[src/rtl/apb_processor_request_sequencer.sv]
// Processor-side request sequencer: queues CPU transfer requests in a small
// FIFO and plays them onto the processor bus of the APB master one at a time,
// returning read data or a timeout error for each completed request.
module apb_processor_request_sequencer #(
  parameter int DEPTH   = 4,   // power of 2, >= 2
  parameter int TIMEOUT = 64   // >= 2, WAIT cycles allowed before abort
) (
  input  logic       clk,
  input  logic       reset,      // asynchronous, active-low
  // request side
  input  logic       req_valid,
  output logic       req_ready,
  input  logic       req_write,
  input  logic [1:0] req_sel,
  input  logic [7:0] req_addr,
  input  logic [7:0] req_wdata,
  // processor bus towards the APB master
  output logic       p_start,
  output logic       p_write,
  output logic [1:0] p_sel,
  output logic [7:0] p_addr,
  output logic [7:0] p_wdata,
  input  logic       p_stable,
  input  logic [7:0] p_rdata,
  // response side
  output logic       rsp_valid,
  output logic       rsp_write,
  output logic [7:0] rsp_addr,
  output logic [7:0] rsp_rdata,
  output logic       rsp_error,
  output logic       busy
);

  localparam int AW = $clog2(DEPTH);
  localparam int PW = AW + 1;
  localparam int TW = $clog2(TIMEOUT);

  typedef enum logic [2:0] {
    S_IDLE,
    S_ISSUE,
    S_WAIT,
    S_DONE,
    S_GAP
  } state_e;

  typedef struct packed {
    logic       write;
    logic [1:0] sel;
    logic [7:0] addr;
    logic [7:0] wdata;
  } req_t;

  // FIFO storage and pointers (extra MSB distinguishes full from empty)
  req_t          mem_q [DEPTH];
  logic [PW-1:0] wr_ptr_q, wr_ptr_d;
  logic [PW-1:0] rd_ptr_q, rd_ptr_d;

  // Sequencer state, holding register and registered outputs
  state_e        state_q, state_d;
  logic [TW-1:0] timer_q, timer_d;
  req_t          hold_q, hold_d;
  logic          p_start_q, p_start_d;
  logic [1:0]    p_sel_q, p_sel_d;
  logic          rsp_valid_q, rsp_valid_d;
  logic          rsp_write_q, rsp_write_d;
  logic [7:0]    rsp_addr_q, rsp_addr_d;
  logic [7:0]    rsp_rdata_q, rsp_rdata_d;
  logic          rsp_error_q, rsp_error_d;

  logic full, empty, push, pop;
  req_t head;

  assign empty = (wr_ptr_q == rd_ptr_q);
  assign full  = (wr_ptr_q[AW] != rd_ptr_q[AW]) &&
                 (wr_ptr_q[AW-1:0] == rd_ptr_q[AW-1:0]);

  // req_ready only looks at fullness, never at a same-cycle pop; a request
  // with sel==0 is handshaken but never written.
  assign req_ready = !full;
  assign push      = req_valid && !full && (req_sel != 2'd0);
  assign pop       = (state_q == S_IDLE) && !empty;
  assign head      = mem_q[rd_ptr_q[AW-1:0]];

  assign p_start   = p_start_q;
  assign p_sel     = p_sel_q;
  assign p_write   = hold_q.write;
  assign p_addr    = hold_q.addr;
  assign p_wdata   = hold_q.wdata;
  assign rsp_valid = rsp_valid_q;
  assign rsp_write = rsp_write_q;
  assign rsp_addr  = rsp_addr_q;
  assign rsp_rdata = rsp_rdata_q;
  assign rsp_error = rsp_error_q;
  assign busy      = (state_q != S_IDLE) || !empty;

  // FIFO write port
  // NOTE: the storage array carries no reset; the pointers alone define which
  // entries are valid, so resetting the data would only cost reset routing.
  always_ff @(posedge clk) begin
    if (push) begin
      mem_q[wr_ptr_q[AW-1:0]] <= {req_write, req_sel, req_addr, req_wdata};
    end
  end

  // Next-state and next-output logic for the pointers and the sequencer
  always_comb begin
    // NOTE: every signal gets a default before the case so no path through
    // this block leaves a value unassigned, which would infer a latch.
    wr_ptr_d    = wr_ptr_q + PW'(push);
    rd_ptr_d    = rd_ptr_q + PW'(pop);
    state_d     = state_q;
    timer_d     = timer_q;
    hold_d      = hold_q;
    p_start_d   = 1'b0;
    p_sel_d     = p_sel_q;
    rsp_valid_d = 1'b0;
    rsp_write_d = rsp_write_q;
    rsp_addr_d  = rsp_addr_q;
    rsp_rdata_d = rsp_rdata_q;
    rsp_error_d = rsp_error_q;

    case (state_q)
      S_IDLE: begin
        if (pop) begin
          hold_d    = head;
          p_sel_d   = head.sel;
          p_start_d = 1'b1;
          state_d   = S_ISSUE;
        end
      end
      S_ISSUE: begin
        // p_stable is deliberately ignored here: it may still be high from
        // the previous transfer.
        timer_d = '0;
        state_d = S_WAIT;
      end
      S_WAIT: begin
        if (p_stable) begin
          rsp_valid_d = 1'b1;
          rsp_write_d = hold_q.write;
          rsp_addr_d  = hold_q.addr;
          rsp_rdata_d = hold_q.write ? 8'h00 : p_rdata;
          rsp_error_d = 1'b0;
          state_d     = S_DONE;
        end else if (timer_q == TW'(TIMEOUT - 1)) begin
          rsp_valid_d = 1'b1;
          rsp_write_d = hold_q.write;
          rsp_addr_d  = hold_q.addr;
          rsp_rdata_d = 8'h00;
          rsp_error_d = 1'b1;
          state_d     = S_DONE;
        end else begin
          timer_d = timer_q + TW'(1);
        end
      end
      S_DONE: begin
        // Dropping sel for one cycle lets the APB master fall back to idle.
        p_sel_d = 2'd0;
        state_d = S_GAP;
      end
      S_GAP: begin
        state_d = S_IDLE;
      end
      default: begin
        state_d = S_IDLE;
      end
    endcase
  end

  // Sequencer, pointer and output registers
  // NOTE: sequential state is written with non-blocking assignments so every
  // flop samples the pre-edge values, independent of statement order.
  always_ff @(posedge clk or negedge reset) begin
    if (!reset) begin
      wr_ptr_q    <= '0;
      rd_ptr_q    <= '0;
      state_q     <= S_IDLE;
      timer_q     <= '0;
      hold_q      <= '0;
      p_start_q   <= 1'b0;
      p_sel_q     <= 2'd0;
      rsp_valid_q <= 1'b0;
      rsp_write_q <= 1'b0;
      rsp_addr_q  <= 8'h00;
      rsp_rdata_q <= 8'h00;
      rsp_error_q <= 1'b0;
    end else begin
      wr_ptr_q    <= wr_ptr_d;
      rd_ptr_q    <= rd_ptr_d;
      state_q     <= state_d;
      timer_q     <= timer_d;
      hold_q      <= hold_d;
      p_start_q   <= p_start_d;
      p_sel_q     <= p_sel_d;
      rsp_valid_q <= rsp_valid_d;
      rsp_write_q <= rsp_write_d;
      rsp_addr_q  <= rsp_addr_d;
      rsp_rdata_q <= rsp_rdata_d;
      rsp_error_q <= rsp_error_d;
    end
  end

endmodule
[config.mk]
export PLATFORM = sky130hd
export DESIGN_NAME = apb_processor_request_sequencer
export DESIGN_NICKNAME = d
export VERILOG_FILES = /design/src/rtl/apb_processor_request_sequencer.sv
export SDC_FILE = /design/constraint.sdc
export NUM_CORES = 1
export LEC_CHECK = 0
export ABC_AREA = 1
export ABC_CLOCK_PERIOD_IN_PS = 4400
export CELL_PAD_IN_SITES_DETAIL_PLACEMENT = 0
export CELL_PAD_IN_SITES_GLOBAL_PLACEMENT = 1
export CORE_UTILIZATION = 46
export DETAILED_ROUTE_END_ITERATION = 10
export PLACE_DENSITY = 0.95
export SLEW_MARGIN = 25
export SYNTH_ARGS = -nofsm -noshare
export SYNTH_HDL_FRONTEND = slang
export SYNTH_SLANG_ARGS = --single-unit
[constraint.sdc]
create_clock -name clk -period 4.4 [get_ports clk]
set_clock_uncertainty 0.1 [all_clocks]
set_input_delay 1.32 -clock clk [delete_from_list [all_inputs] [get_ports clk]]
set_output_delay 1.32 -clock clk [all_outputs]
set_load 0.005 [all_outputs]
**Word-level counts from Yosys, hierarchy flattened**

Memories as Yosys holds them, arrays and structs flattened.
Cells that the tools add are included.

- Memories: 1
- Bits in registers: 54
- Bits in writable memories: 76
- Input port bits: 31
- Logic and storage cells: 72
- Output and inout port bits: 41

Memories:

| memory | words | bits a word | rd ports | clocked after Yosys merged registers in | wr ports | RTL line | source |
|---|---|---|---|---|---|---|---|
| mem_q | 4 | 19 | 1 | 0 | 1 | 54 | `req_t mem_q [DEPTH];` |

- Equality and inequality tests: 11
- Mux-type cells: 25
- Reductions and logical operators: 18
- Add/subtract/negate cells: 3

Operators by type and width:

| cell | count |
|---|---|
| $mux W8 | 5 |
| $mux W6 | 2 |
| $pmux W3 S4 | 1 |
| $pmux W6 S2 | 1 |
| $mux W1 | 11 |
| $mux W3 | 3 |
| $reduce_and A2 Y1 | 4 |
| $reduce_bool A2 Y1 | 4 |
| $add A3 B1 Y3 | 2 |
| $add A6 B1 Y6 const B | 1 |
| $eq A3 B2 Y1 const B | 2 |
| $eq A6 B6 Y1 const B | 1 |
| $ne A2 B2 Y1 const B | 3 |
| $logic_and A1 B1 Y1 | 4 |
| $pmux W2 S2 | 1 |
| $eq A3 B1 Y1 const B | 1 |
| $eq A3 B3 Y1 | 1 |
| $logic_not A3 Y1 | 1 |
| $ne A3 B3 Y1 const B | 1 |
| $reduce_and A3 Y1 | 1 |
| $reduce_bool A3 Y1 | 1 |
| $eq A2 B2 Y1 | 1 |
| $logic_not A1 Y1 | 2 |
| $mux W2 | 1 |
| 2 further kinds | 2 |

**Logic depth before layout (Yosys ltp)**

Gate-level depths: netlist (run 1).

- Word-level depth: 7
- Mapped depth: 10
- Gate-level depth less buffers: 9

**Least setup slack after synthesis (run 1)**

No wires, ideal clock.

- Path kind: input-to-reg
- From: input req_sel[1]
- To: memory mem_q[0][0] in the netlist's numbering (enable)
- Path buffers: 0
- Library setup time: 395 ps
- Stages: 3
- Data required time: 3905 ps
- Slack: 1549 ps
- Arrival: 2357 ps
- Cell sequence: o21a_1 nand2_1 nor2_1

- Longest elaborated chain between the ends: 4

RTL lines:

| item | RTL line | source |
|---|---|---|
| start, declared | 14 | `input logic [1:0] req_sel,` |
| $reduce_bool A2 Y1 | 80 | `assign push = req_valid && !full && (req_sel != 2'd0);` |
| $logic_and A1 B1 Y1 | 80 |  |
| $mux W1 | 100 | `if (push) begin` |
| $mux W1 (implied by the code) | 101 | `mem_q[wr_ptr_q[AW-1:0]] <= {req_write, req_sel, req_addr, req_wdata};` |
| end, declared | 54 |  |

No other way between the ends.

**Worst setup path after layout (run 1)**

- From: register rd_ptr_q[1]
- To: output req_ready

- Longest elaborated chain between the ends: 3

RTL lines:

| item | RTL line | source |
|---|---|---|
| start, declared | 56 | `logic [PW-1:0] rd_ptr_q, rd_ptr_d;` |
| start signal, assigned | 189 | `rd_ptr_q <= rd_ptr_d;` |
| $eq A2 B2 Y1 | 75 | `(wr_ptr_q[AW-1:0] == rd_ptr_q[AW-1:0]);` |
| $logic_and A1 B1 Y1 | 74 | `assign full = (wr_ptr_q[AW] != rd_ptr_q[AW]) &&` |
| $logic_not A1 Y1 | 79 | `assign req_ready = !full;` |
| end, declared | 12 | `output logic req_ready,` |

No other way between the ends.

==> results_dict.tcl, run 1 <==
set metrics [dict create \
    outcome "completed" \
    post_cts_resized 0 \
    clk_path_buf_depth 2 \
    worstSetupEndpoint "req_ready" \
    cp_num_cells 6 \
    cts_tree "done" \
    p_per_area_mw_per_mm2 711 \
    h-tree-depth 4 \
    cts_root_buf "clkbuf_8" \
    placed_cells 636 \
    worstPathRequired_ns 2.98 \
    rsz0062_at_grt "false" \
    path_delay_family "buffers and inverters" \
    dr.pass1.iters 4 \
    synth-compound-area-share 0.0647 \
    finalPower_mw 4.59 \
    regToRegEndpoint "rd_ptr_q[2]" \
    first_global_vias 3516 \
    maxCapViolCount 0 \
    r2r_slack_ns 2.06 \
    relSlewSlack 0.395 \
    grt_overflow 0 \
    numCtsBuffers 17 \
    tightest_slew_ns 0.908 \
    initial_core_util 0.482 \
    die_w_um 107 \
    core_mm2 0.0105 \
    reg2regPathDepth 10 \
    fmaxAchievable_mhz 281 \
    worst-path-buf-inv 3 \
    yosysSeqAreaShare 0.717 \
    crit_chain "buf_4, inv_2, nand2_1, nand2_2, nand4_1, clkdlybuf4s50_1" \
    min_path_type "reg -> reg" \
    reg2reg_from "rd_ptr_q[1]" \
    netlist_instances 437 \
    hold_path.startpoint "rsp_rdata[7]" \
    ys.flop_type "edfxtp_1" \
    fin_nets 555 \
    antenna_found_initial 0 \
    post-dp-hpwl_um 6180 \
    synth_top_family_by_area "simple AND/OR/NAND/NOR gates" \
    portBuffers 71 \
    vdd_drop_max_uv 388 \
    gp_congestion 0.745 \
    maxSlewViolCount 0 \
    cp_max_fo 24 \
    die_h_um 107 \
    synthAdderAreaFrac 0.0123 \
    vias 3417 \
    place_ws_ns 1.37 \
    start_kind "flop" \
    endpoint_kind "primary output" \
    syn_area_mm2 0.00507 \
    io_pins 72 \
    fillers 814 \
    drive_gt1_frac 0.0902 \
    wl_per_cell_um 15.0 \
    syn_nets 473 \
    slowest_stage "clkdlybuf4s50_1" \
    period_share 0.810 \
    cts.clk_slew.worst_paths_ns 0.05 \
    final_common_cell "nand2_1" \
    power.leakage_nw 2.69 \
    layout_common_cells "nand2_1 (134), edfxtp_1 (76), clkdlybuf4s50_1 (70), dfrtp_1 (54), nor2_1 (44)" \
    cts_sinks 130 \
    final_cells 668 \
    synthDistinctLibCells 29 \
    drcViolationCount 0 \
    yosys_warnings 0 \
    whs_ns 0.366 \
    synth_xor_area_frac 0.0136 \
    antenna_cells 0 \
    worstSetupStartpoint "rd_ptr_q[1]" \
    area_growth_pct 27.4 \
    antenna_left 0 \
    hold_viol_final 0 \
    viasPerCell 5.12 \
    placed_area_mm2 0.00591 \
    max_stage_delay_ns 0.48 \
    setup_viol 0 \
    row_count 37 \
    drt-initial-drc-count 171 \
    postCtsHoldBufs 0 \
    synth_edf_count 76 \
    grtUsageTotal 0.190 \
    dieArea_mm2 0.0114 \
    wirelength_um 10000 \
    synth_seq_cells 130 \
    finalCriticalPeriod_ns 3.56 \
    fin_util 0.614 \
    insertion_delay_ns 0.51 \
    fin_ws_ns 0.836 \
    synth-async-reset-ratio 0.415 \
    avgSynthCellArea_um2 11.6 \
    critPathKind "reg -> out" \
    arrival_ns 2.14 \
    setup_tns_ns 0 \
    synth_simple_gate_area_share 0.161 \
    grt_pass1_wl_um 16400 \
    grt_max_degree 44 \
    post_cts_buffers 0 \
    fin_area_mm2 0.00645 \
    synth.area.mux_share 0 \
]
## report_power, final
part | total [mW] | switching [mW] | internal [mW]
Sequential | 1.81 | 0.169 | 1.64
Clock | 1.28 | 0.478 | 0.798
Combinational | 1.50 | 0.870 | 0.630
## sequential cells by signal (all words and copies together), names as in the netlist
signal and flops:
p_start 1, mem_q 76, p_write 1, rd_ptr_q 3, rsp_addr 8, p_addr 8, state_q 3, rsp_error 1
p_wdata 8, rsp_valid 1, rsp_write 1, p_sel 2, timer_q 6, wr_ptr_q 3, rsp_rdata 8
## layout make-up
class | instances | area (um2) | area share
clock buffers | 21 | 429 | 0.0665
clock inverters | 11 | 114 | 0.0176
inverters | 17 | 66.3 | 0.0103
multi-input cells | 274 | 1270 | 0.198
flip-flops and latches | 130 | 3630 | 0.563
well taps | 136 | 170 | 0.0264
repair buffers | 79 | 766 | 0.119
## kinds of logic (layout without fill, tap and decap cells)
logic type	after synthesis	in the layout
DFF	130	130
and+or+nand+nor	202	202
xor gates and xnor gates	7	7
buffers and inverters	33	128
adders and majority gates	5	5
AOI/OAI and AO/OA	60	60
## how the worst min path moves through the flow
stage | slack, ns | depth (start not counted) | end
after floorplan | 0.36 | 1 | rd_ptr_q[2]
after global placement | 0.35 | 2 | rsp_rdata[7]
after detailed placement | 0.36 | 2 | rsp_rdata[7]
after CTS | 0.37 | 2 | rsp_rdata[7]
after global routing | 0.40 | 2 | rsp_rdata[6]
final | 0.37 | 2 | rsp_rdata[7]
## cell usage after synthesis, drive strengths merged (2+ instances only)
cell type  number  area share
buf             8       0.012
edfxtp         76        0.45
dfrtp          54        0.27
inv            17       0.013
nand2         137        0.10
o22ai          17       0.021
xor2            5      0.0086
xnor2           2      0.0049
a21oi           2      0.0020
o21ai          40       0.040
nand4           4      0.0049
nor2           45       0.034
ha              5       0.012
nand3          14       0.015
clkbuf          8      0.0059
## worst min-delay path, cell delays in order, from the launching register on
cell and delay [ns]:
dfrtp_1 0.34, nand2_1 0.05, nand2_1 0.05
## metal layers
layer  global-route usage  wire length [um]  share of wire
met5                    0                 0              0
met4               0.0773                47         0.0047
met3               0.0571               644          0.064
met2                0.312              5150           0.51
met1                0.235              4210           0.42
Note: power is estimated with default switching activity, not from simulation.
==> run 2: changes to the inputs <==
--- a/config.mk
+++ b/config.mk
@@ -6,12 +6,12 @@
 export NUM_CORES = 1
 export LEC_CHECK = 0
 export ABC_AREA = 1
-export ABC_CLOCK_PERIOD_IN_PS = 4400
+export ABC_CLOCK_PERIOD_IN_PS = 3510
 export CELL_PAD_IN_SITES_DETAIL_PLACEMENT = 0
 export CELL_PAD_IN_SITES_GLOBAL_PLACEMENT = 1
-export CORE_UTILIZATION = 46
+export CORE_UTILIZATION = 43
 export DETAILED_ROUTE_END_ITERATION = 10
-export PLACE_DENSITY = 0.95
+export PLACE_DENSITY = 0.9
 export SLEW_MARGIN = 25
 export SYNTH_ARGS = -nofsm -noshare
 export SYNTH_HDL_FRONTEND = slang
==> constraint.sdc (replaced) <==
create_clock -name clk -period 3.51 [get_ports clk]
set_clock_uncertainty 0.1 [all_clocks]
set_input_delay 1.053 -clock clk [delete_from_list [all_inputs] [get_ports clk]]
set_output_delay 1.053 -clock clk [all_outputs]
set_load 0.005 [all_outputs]
==> results_dict.tcl, run 2 (synthesis results as in run 1) <==
set metrics [dict create \
    cts_root_buf "clkbuf_16" \
    die_w_um 111 \
    grt_max_degree 43 \
    initial_core_util 0.442 \
    fin_util 0.571 \
    drive_gt1_frac 0.106 \
    viasPerCell 5.00 \
    row_count 39 \
    start_kind "flop" \
    placed_cells 648 \
    finalPower_mw 5.90 \
    max_stage_delay_ns 0.48 \
    grt_overflow 0 \
    setup_viol 0 \
    vdd_drop_max_uv 464 \
    hold_viol_final 0 \
    wirelength_um 10100 \
    drt-initial-drc-count 153 \
    portBuffers 71 \
    gp_congestion 0.727 \
    clk_path_buf_depth 2 \
    endpoint_kind "primary output" \
    place_ws_ns 0.841 \
    area_growth_pct 29.2 \
    drcViolationCount 0 \
    fin_ws_ns 0.456 \
    finalCriticalPeriod_ns 3.05 \
    p_per_area_mw_per_mm2 902 \
    final_common_cell "nand2_1" \
    final_cells 680 \
    rsz0062_at_grt "false" \
    dieArea_mm2 0.0122 \
    outcome "completed" \
    period_share 0.870 \
    maxSlewViolCount 0 \
    crit_chain "inv_2, nand2_1, nand2_2, nand4_1, clkdlybuf4s50_1" \
    worstPathRequired_ns 2.36 \
    min_path_type "reg -> reg" \
    numCtsBuffers 17 \
    post-dp-hpwl_um 6630 \
    cts_tree "done" \
    vias 3399 \
    die_h_um 111 \
    maxCapViolCount 0 \
    antenna_cells 0 \
    cp_max_fo 18 \
    arrival_ns 1.90 \
    antenna_left 0 \
    power.leakage_nw 2.74 \
    insertion_delay_ns 0.42 \
    layout_common_cells "nand2_1 (134), edfxtp_1 (76), clkdlybuf4s50_1 (70), dfrtp_1 (54), nor2_1 (44)" \
    critPathKind "reg -> out" \
    post_cts_buffers 0 \
    fin_nets 560 \
    postCtsHoldBufs 0 \
    r2r_slack_ns 1.33 \
    fmaxAchievable_mhz 327 \
    slowest_stage "clkdlybuf4s50_1" \
    grtUsageTotal 0.177 \
    cts_sinks 130 \
    first_global_vias 3347 \
    core_mm2 0.0115 \
    grt_pass1_wl_um 16400 \
    post_cts_resized 0 \
    io_pins 72 \
    dr.pass1.iters 4 \
    setup_tns_ns 0 \
    largest_reg_flops 76 \
    tightest_slew_ns 0.554 \
    antenna_found_initial 0 \
    relSlewSlack 0.630 \
    cts.clk_slew.worst_paths_ns 0.05 \
    wl_per_cell_um 14.9 \
    h-tree-depth 4 \
]
-- run 2: final cells by class --
class	count	area [um2]
Multi-Input combinational cell	274	1270
Clock buffer	20	447
Timing Repair Buffer	84	806
Clock inverter	12	140
Sequential cell	130	3630
Tap cell	143	179
Inverter	17	66.3
Fill cell	933	4920
-- run 2: per-layer routing --
metal / vias to the layer above / track usage / share of wire
met3: 17 / 0.0543 / 0.057
met1: 1613 / 0.221 / 0.43
met4: 0 / 0.0942 / 0.020
met5: - / 0 / 0
li1: 1659 / - / -
met2: 110 / 0.277 / 0.49
-- run 2: worst paths after layout --
| check | from | to | cells past startpoint |
|---|---|---|---|
| max | rd_ptr_q[1] | req_ready | 5 |
| min | rsp_rdata[5] | rsp_rdata[5] | 2 |
| max reg2reg | rd_ptr_q[1] | rd_ptr_q[2] | 9 |
| min reg2reg | rsp_rdata[5] | rsp_rdata[5] | 2 |
| max in group asynchronous | reset | state_q[0] | 2 |
| min in group asynchronous | reset | rsp_addr[0] | 1 |
-- run 2: stage by stage --
step           instance area (um2)  hold slack, ns
3_3_place_gp                  5960           0.353
4_1_cts                       6540           0.381
5_1_grt                       6550           0.409
6_report                      6550           0.373
3_5_place_dp                  5960           0.363
2_1_floorplan                 5070           0.363
-- run 2: where the power goes --
| part | internal (mW) | switching (mW) |
|---|---|---|
| clock network | 1.12 | 0.613 |
| logic | 0.808 | 1.08 |
| registers | 2.06 | 0.220 |
| total | 3.99 | 1.91 |
-- run 2: worst max-delay path, delay by kind of cell, from the launching register on --
family	cells	cell delay, ns
flip-flops	1	0.40
AND/OR/NAND/NOR	3	0.36
buffers and inverters	2	0.72
==> run 3: changes to the inputs <==
--- a/config.mk
+++ b/config.mk
@@ -9,6 +9,7 @@
 export ABC_CLOCK_PERIOD_IN_PS = 3510
 export CELL_PAD_IN_SITES_DETAIL_PLACEMENT = 0
 export CELL_PAD_IN_SITES_GLOBAL_PLACEMENT = 1
+export CORE_MARGIN = 2
 export CORE_UTILIZATION = 43
 export DETAILED_ROUTE_END_ITERATION = 10
 export PLACE_DENSITY = 0.9
==> results_dict.tcl, run 3 (synthesis results as in run 1) <==
set metrics [dict create \
    row_count 39 \
    fin_area_mm2 0.00654 \
    fillers 943 \
    met1_usage 0.204 \
    arrival_ns 1.85 \
    multiInputGateArea_mm2 0.00127 \
    final_cells 676 \
    finalCriticalPeriod_ns 3.01 \
    dr.pass1.iters 6 \
    register_area_mm2 0.00363 \
    cts.clk_slew.worst_paths_ns 0.06 \
    vias 3373 \
    grt_overflow 0 \
    drive_gt1_frac 0.0976 \
    postCtsHoldBufs 0 \
    die_h_um 113 \
    use_met3 0.0513 \
    drt-initial-drc-count 177 \
    fin_util 0.571 \
    wirelength_um 10000 \
    initial_core_util 0.442 \
    vdd_drop_max_uv 456 \
    placed_cells 644 \
    outcome "completed" \
    setup_tns_ns 0 \
    period_share 0.857 \
    largest_reg_flops 76 \
    power.leakage_nw 2.73 \
    grt.busiest_layer "met2" \
    grt_pass1_wl_um 16200 \
    grt_use_met2 0.259 \
    tightest_slew_ns 0.753 \
    insertion_delay_ns 0.42 \
    grt_max_degree 43 \
    maxSlewViolCount 0 \
    dieArea_mm2 0.0127 \
    post_cts_buffers 0 \
    portBuffers 71 \
    die_w_um 113 \
    io_pins 72 \
    area_growth_pct 29.2 \
    min_path_type "reg -> reg" \
    p_per_area_mw_per_mm2 911 \
    endpoint_kind "primary output" \
    maxCapViolCount 0 \
    fmaxAchievable_mhz 332 \
    numCtsBuffers 17 \
    relSlewSlack 0.498 \
    antenna_found_initial 0 \
    placed_area_mm2 0.00593 \
    critPathKind "reg -> out" \
    setup_viol 0 \
    h-tree-depth 4 \
    grtUsageTotal 0.166 \
    antenna_left 0 \
    cts_sinks 130 \
    cts_tree "done" \
    layout_common_cells "nand2_1 (134), edfxtp_1 (76), clkdlybuf4s50_1 (70), dfrtp_1 (54), nor2_1 (44)" \
    fin_nets 556 \
    worstPathRequired_ns 2.36 \
    hold_viol_final 0 \
    wl_per_cell_um 14.8 \
    cts_root_buf "clkbuf_16" \
    core_mm2 0.0115 \
    final_common_cell "nand2_1" \
    antenna_cells 0 \
    cp_max_fo 18 \
    clk_path_buf_depth 2 \
    drcViolationCount 0 \
    post_cts_resized 0 \
    first_global_vias 3390 \
    gp_congestion 0.790 \
    rsz0062_at_grt "false" \
    start_kind "flop" \
    viasPerCell 4.99 \
    finalPower_mw 5.96 \
    post-dp-hpwl_um 6420 \
]
## run 3: cell types whose count changed in the layout (fill, tap and decap cells not counted), sizes merged
cell / previous run / this run
buf: 14 / 10
clkbuf: 20 / 18
bufinv: 3 / 4
inv: 17 / 18
## run 3: layout make-up
type,count,area share
clock buffers,18,0.0656
clock inverters,14,0.0287
repair buffers,80,0.118
multi-input cells,274,0.195
flip-flops and latches,130,0.555
inverters,17,0.0101
well taps,143,0.0273
## run 3: power by group
| group | total (mW) | internal (mW) | switching [mW] |
|---|---|---|---|
| clock | 1.82 | 1.18 | 0.636 |
| combinational | 1.86 | 0.791 | 1.07 |
| sequential | 2.28 | 2.06 | 0.221 |
| total | 5.96 | 4.04 | 1.93 |
## run 3: per-stage QoR
| step | hold slack, ns | setup WS, ns |
|---|---|---|
| 2_1_floorplan | 0.363 | 0.926 |
| 3_3_place_gp | 0.353 | 0.852 |
| 3_5_place_dp | 0.362 | 0.780 |
| 4_1_cts | 0.375 | 0.484 |
| 5_1_grt | 0.404 | 0.418 |
| 6_report | 0.373 | 0.502 |
## run 3: path summary, 6_finish.rpt
path | start | endpoint | slack, ns | cells after the start
max in group asynchronous | reset | timer_q[2] | 2.01 | 2
setup / recovery | rd_ptr_q[1] | req_ready | 0.50 | 5
min in group asynchronous | reset | p_addr[2] | 0.61 | 1
hold reg to reg | rsp_rdata[1] | rsp_rdata[1] | 0.37 | 2
setup reg to reg | rd_ptr_q[1] | rd_ptr_q[2] | 1.36 | 9
hold / removal | rsp_rdata[1] | rsp_rdata[1] | 0.37 | 2
## run 3: worst max-delay path, cell delays in order, from the launching register on
cell and delay (ns):
dfrtp_1 0.39, inv_2 0.23, nand2_1 0.11, nand2_2 0.10, nand4_1 0.13, clkdlybuf4s50_1 0.48
## run 3: routing by layer
layer / wire (um) / up-vias
met5: 0 / -
met3: 559 / 21
met4: 207 / 0
met1: 4350 / 1599
li1: - / 1651
met2: 4890 / 102
